<file path="config.mk">
export PLATFORM = sky130hd
export DESIGN_NAME = nco_sweep_ctrl
export DESIGN_NICKNAME = d
export VERILOG_FILES = /design/src/rtl/nco_sweep_ctrl.sv
export SDC_FILE = /design/constraint.sdc
export NUM_CORES = 1
export LEC_CHECK = 0
export BUFFER_PORTS_ARGS = -buffer_cell sky130_fd_sc_hd__buf_4
export CELL_PAD_IN_SITES_DETAIL_PLACEMENT = 1
export CELL_PAD_IN_SITES_GLOBAL_PLACEMENT = 2
export CORE_ASPECT_RATIO = 1.75
export CORE_UTILIZATION = 35
export CTS_BUF_LIST = sky130_fd_sc_hd__clkbuf_8 sky130_fd_sc_hd__clkbuf_16
export DETAILED_ROUTE_END_ITERATION = 8
export PLACE_DENSITY_LB_ADDON = 0.25
export SLEW_MARGIN = 25
export SYNTH_ARGS = -nofsm -noshare
export SYNTH_HDL_FRONTEND = slang
export SYNTH_SLANG_ARGS = --single-unit
export TNS_END_PERCENT = 20
</file>
<file path="constraint.sdc">
create_clock -name clk_clk -period 6.3 [get_ports clk_clk]
set_clock_uncertainty 0.1 [all_clocks]
set_input_delay 1.26 -clock clk_clk [delete_from_list [all_inputs] [get_ports clk_clk]]
set_output_delay 1.26 -clock clk_clk [all_outputs]
set_load 0.01 [all_outputs]
</file>
<file path="src/rtl/nco_sweep_ctrl.sv">
// nco_sweep_ctrl: frequency-sweep sequencer that feeds the phase-increment
// stream (valid + data) of an NCO core. It steps the increment from a start
// value up to an inclusive stop value, holding each value for dwell+1 cycles.
// A sweep is either single-shot (ends with a done pulse) or continuous (wraps
// back to the start value). Everything runs in the NCO clock domain.
module nco_sweep_ctrl #(
    parameter int PINC_W  = 32,
    parameter int DWELL_W = 16
) (
    input  logic              clk_clk,
    input  logic              reset_reset_n,
    input  logic              start,
    input  logic              stop,
    input  logic              continuous,
    input  logic [PINC_W-1:0] start_inc,
    input  logic [PINC_W-1:0] stop_inc,
    input  logic [PINC_W-1:0] step_inc,
    input  logic [DWELL_W-1:0] dwell,
    output logic              out_valid,
    output logic [PINC_W-1:0] out_data,
    output logic              busy,
    output logic              done
);

    typedef enum logic {
        S_IDLE = 1'b0,
        S_RUN  = 1'b1
    } state_e;

    state_e state_q, state_d;

    // Sweep configuration captured on the accepted start edge.
    logic                cont_q;
    logic [PINC_W-1:0]   start_inc_q;
    logic [PINC_W-1:0]   stop_inc_q;
    logic [PINC_W-1:0]   step_inc_q;
    logic [DWELL_W-1:0]  dwell_q;

    // Running state of the sweep.
    logic [DWELL_W-1:0]  cnt_q, cnt_d;
    logic [PINC_W-1:0]   data_q, data_d;
    logic                done_q, done_d;

    // Step decision helpers.
    logic [PINC_W:0]     sum;
    logic                end_cond;
    logic [PINC_W-1:0]   step_val;
    logic                cfg_load;
    logic                dwell_hit;

    // Config is only meaningful on the start edge taken from IDLE.
    assign cfg_load  = (state_q == S_IDLE) && start;
    assign dwell_hit = (cnt_q == dwell_q);

    // Next sweep value: one extra bit on the sum catches wrap past the top of
    // the increment range; a sum beyond stop is clamped so the final value
    // presented is exactly stop_inc.
    always_comb begin
        sum      = {1'b0, data_q} + {1'b0, step_inc_q};
        end_cond = (data_q >= stop_inc_q) || (step_inc_q == '0) || sum[PINC_W];
        if (sum[PINC_W-1:0] > stop_inc_q) begin
            step_val = stop_inc_q;
        end else begin
            step_val = sum[PINC_W-1:0];
        end
    end

    // Next-state and datapath control; stop outranks any coincident step.
    always_comb begin
        state_d = state_q;
        cnt_d   = cnt_q;
        data_d  = data_q;
        done_d  = 1'b0;
        unique case (state_q)
            S_IDLE: begin
                if (start) begin
                    state_d = S_RUN;
                    data_d  = start_inc;
                    cnt_d   = '0;
                end
            end
            S_RUN: begin
                if (stop) begin
                    state_d = S_IDLE;
                    cnt_d   = '0;
                end else if (dwell_hit) begin
                    cnt_d = '0;
                    if (!end_cond) begin
                        data_d = step_val;
                    end else if (cont_q) begin
                        data_d = start_inc_q;
                    end else begin
                        state_d = S_IDLE;
                        done_d  = 1'b1;
                    end
                end else begin
                    cnt_d = cnt_q + 1'b1;
                end
            end
            default: begin
                state_d = S_IDLE;
            end
        endcase
    end

    // State, counter, output value and done pulse registers.
    always_ff @(posedge clk_clk or negedge reset_reset_n) begin
        if (!reset_reset_n) begin
            state_q <= S_IDLE;
            cnt_q   <= '0;
            data_q  <= '0;
            done_q  <= 1'b0;
        end else begin
            state_q <= state_d;
            cnt_q   <= cnt_d;
            data_q  <= data_d;
            done_q  <= done_d;
        end
    end

    // Configuration latch, loaded only when a sweep is launched.
    always_ff @(posedge clk_clk or negedge reset_reset_n) begin
        if (!reset_reset_n) begin
            cont_q      <= 1'b0;
            start_inc_q <= '0;
            stop_inc_q  <= '0;
            step_inc_q  <= '0;
            dwell_q     <= '0;
        end else if (cfg_load) begin
            cont_q      <= continuous;
            start_inc_q <= start_inc;
            stop_inc_q  <= stop_inc;
            step_inc_q  <= step_inc;
            dwell_q     <= dwell;
        end
    end

    // The NCO has no backpressure, so valid simply tracks RUN.
    assign out_valid = (state_q == S_RUN);
    assign busy      = (state_q == S_RUN);
    assign out_data  = data_q;
    assign done      = done_q;

endmodule
</file>
==> run_results.csv <==
group,metric,value,unit
status,status,"complete, no violations",
drt,num_vias,10000,
placed_design,hpwl,30300,um
synthesis,synth_top_area_cell,"dfrtp_1",
sta,rsz0062_at_grt,"no",
cells_and_area,antenna_cells,0,
synthesis,synth_edf_count,0,
setup_path,critPathLaunchType,"register",
synthesis,postSynthCellCount,1287,
hold_path,worstHoldStart,"start_inc_q[29]",
sta,slew_headroom,28.7,%
synthesis,synth.top_cell.area_share,37.6,%
floorplanning,core,0.0306,mm^2
synthesis,synthTopCellsByArea,"dfrtp_1 (38%), nand2_1 (12%), ha_1 (11%)",
drt,ant_nets,0,
synthesis,avgSynthCellArea,8.43,um^2
hold_path,min_to,"start_inc_q[29]",
setup_path,critPathKind,"reg -> reg",
clock_tree,cts_resized,0,
cells_and_area,fin_util,42.1,%
power,leakagePower,6.21,nW
setup_path,r2r_start,"out_data[0]",
setup_path,worstReg2RegEnd,"out_data[10]",
hold_path,min_path_cells,2,
sta,final-setup-viol-count,0,
placed_design,place_congestion,0.947,
sta,period_needed,5.71,ns
sta,tns,0,ns
setup_path,reg2reg_depth,21,
clock_tree,cts_tree,"built",
floorplanning,die_x,135,um
clock_tree,postCtsHoldBufs,0,
global_route,gr-usage-all-layers,26.0,%
hold_path,hp-class,"reg -> reg",
setup_path,cp_max_fo,33,
clock_tree,path_clk_slew,0.07,ns
global_route,grt_pass1_wl,62000,um
floorplanning,initial_core_util,35.4,%
clock_tree,post_cts_buffers,0,
synthesis,synth_area,0.0109,mm^2
drt,drc,0,
power,vdd_ir_drop_max,0.000363,V
cells_and_area,fin_nets,1624,
clock_tree,cts_sinks,163,
setup_path,crit_path_end_kind,"register",
global_route,grt_max_degree,78,
clock_tree,clock_path_buffers,2,
drt,drt_pass1_iterations,4,
drt,vias_per_cell,5.54,
clock_tree,cts_buffers,17,
synthesis,synth_async_sr_flop_share,100,%
sta,fin_crit_sh,90.7,%
floorplanning,die_y,235,um
floorplanning,dieArea,0.0317,mm^2
sta,hold_viol,0,
synthesis,syn-num-nets,1502,
setup_path,critPathRequiredTime,6.54,ns
clock_tree,cts_root_buf,"clkbuf_16",
global_route,grt_antenna_before_repair,0,
placed_design,numPortBuffers,151,
sta,fmax,0.175,GHz
cells_and_area,fillCellCount,3667,
flow_run,drv_cap,0,
sta,worstMarginPinSlew,1.07,ns
setup_path,crit_arrival,5.95,ns
sta,final_max_slew_viol_count,0,
global_route,grt-ovfl-total,0,
drt,drt_wl_total,39300,um
floorplanning,core.rowCount,85,
clock_tree,clk_latency,0.46,ns
power,p_per_area,534,mW/mm^2
clock_tree,h-tree-depth,4,
setup_path,reg2reg_slack,0.59,ns
floorplanning,ioPinCount,152,
synthesis,synth_warnings,0,
synthesis,synth_cell_types,75,
synthesis,ys_ff_latch,163,
drt,wl_per_cell,21.7,um
synthesis,ys_seq_area_share,37.6,%
cells_and_area,synthToLayoutAreaGrowth,18.7,%
drt,drt-initial-drc-count,326,
global_route,grt_pass1_vias,10900,
cells_and_area,drive_gt1_share,16.5,%
synthesis,synth_flop_cell,"dfrtp_1",
[state kept, by name, summed over array words and instances, names as in the netlist]
register	flops
busy	1
cont_q	1
cnt_q	16
done	1
stop_inc_q	32
step_inc_q	32
out_data	32
start_inc_q	32
dwell_q	16
[report_power, final]
part	switching, mW	internal (mW)
sequential	0.297	1.29
clock	0.487	0.570
combinational	2.64	1.60
[metrics by stage]
| stage | power, mW | setup slack (ns) | instance area (um^2) | cells | hold WS (ns) |
|---|---|---|---|---|---|
| after floorplan | 4.40 | 1.64 | 10900 | 1287 | 0.336 |
| after CTS | 6.93 | 0.653 | 12900 | 1812 | 0.380 |
| after global placement | 5.75 | 0.909 | 12300 | 1781 | 0.355 |
| after detailed placement | 5.83 | 0.797 | 12300 | 1781 | 0.363 |
| final | 6.88 | 0.589 | 12900 | 1812 | 0.376 |
| after global routing | 7.40 | 0.283 | 12900 | 1812 | 0.396 |
[final cells by class]
type	instances	area [um^2]	area share [%]
clock buffers	19	453	3.52
clock inverters	12	121	0.942
inverters	51	191	1.49
multi-input cells	1008	6270	48.7
flip-flops and latches	163	4080	31.7
well taps	391	489	3.80
repair buffers	168	1280	9.92
[layout by cell type, fill, tap and decap left out, types with 4 or more instances in the layout]
| cell | synthesis | routed |
|---|---|---|
| o211ai_1 | 11 | 11 |
| or3_1 | 4 | 4 |
| inv_6 | 0 | 4 |
| and3_1 | 17 | 17 |
| o31ai_1 | 4 | 4 |
| and4_1 | 5 | 5 |
| nor4_1 | 15 | 15 |
| inv_1 | 51 | 51 |
| o21ai_0 | 96 | 96 |
| nand3_1 | 27 | 27 |
| xnor2_1 | 18 | 18 |
| a211oi_1 | 20 | 20 |
| a2bb2oi_1 | 11 | 11 |
| o22a_1 | 6 | 6 |
| nand4_1 | 14 | 14 |
| mux2_2 | 6 | 6 |
| nor3_1 | 9 | 9 |
| nand2_1 | 335 | 334 |
| and2_1 | 9 | 9 |
| nor2_1 | 72 | 71 |
| ha_1 | 97 | 97 |
| a31oi_1 | 10 | 10 |
| a221oi_1 | 5 | 5 |
| a21o_1 | 23 | 23 |
| o22ai_1 | 6 | 6 |
| o21a_1 | 7 | 7 |
| a21oi_1 | 77 | 77 |
| a211o_1 | 5 | 5 |
| buf_4 | 3 | 166 |
| a311o_1 | 11 | 11 |
| clkbuf_16 | 0 | 17 |
| dfrtp_1 | 163 | 163 |
| xor2_1 | 28 | 28 |
[Yosys cell counts, drive strengths merged (4+ instances only)]
cell type and number:
nand4 15, inv 51, nand3 27, o21a 8
o22ai 6, or3 4, nor3 9, xor2 28
a221oi 7, a2bb2oi 11, nor2 74, o22a 6
a31oi 10, and3 17, o21bai 4, a2111oi 6
nand2 335, a21oi 80, nor2b 4, and4 5
xnor2 18, nor4 15, o31ai 6, a211oi 21
ha 97, and2 9, dfrtp 163, o21ai 99
o211ai 12, a21o 23, a211o 5, clkbuf 43
mux2 7, buf 22, a311o 11
[per-layer routing]
metal	share of wire, %	vias to the layer above	global-route usage (%)
met4	6.0	0	16.3
met5	0	-	0
met3	2.2	94	2.72
li1	-	4765	-
met1	37	4956	27.3
met2	54	219	48.4
[cells by family after synthesis]
kind of cell	count (synthesis)	synth area share, %
flip-flops	163	37.6
multiplexers	8	0.818
AO/OA/AOI/OAI	331	20.8
XOR/XNOR	46	3.71
adder cells (fa/ha/maj)	98	11.4
buffers and inverters	116	4.78
AND/OR/NAND/NOR	525	21.0
[critical path, stage by stage (launching register included)]
cell       delay (ns)
dfrtp_1          0.43
ha_1             0.26
fa_1             0.42
a21o_1           0.22
a221oi_1         0.39
buf_4            0.21
o2111ai_1        0.24
nand2_1          0.18
o211ai_1         0.24
or3_1            0.40
and3_1           0.18
ha_1             0.31
nand4_1          0.15
nand4bb_1        0.29
o21ai_1          0.18
o22ai_1          0.15
nor2_4           0.29
buf_12           0.25
nor2_1           0.06
a211oi_1         0.24
o22ai_1          0.13
mux2_2           0.28
[how the worst max path moves through the flow]
| stage | depth (start not counted) | end | slack [ns] | from |
|---|---|---|---|---|
| floorplan | 20 | out_data[10] | 1.64 | out_data[0] |
| global placement | 21 | out_data[19] | 0.91 | out_data[0] |
| detailed placement | 21 | out_data[19] | 0.80 | out_data[0] |
| CTS | 21 | out_data[10] | 0.65 | out_data[0] |
| global route | 21 | out_data[19] | 0.28 | out_data[0] |
| finish | 21 | out_data[10] | 0.59 | out_data[0] |
(Power assumes the default switching activity.)
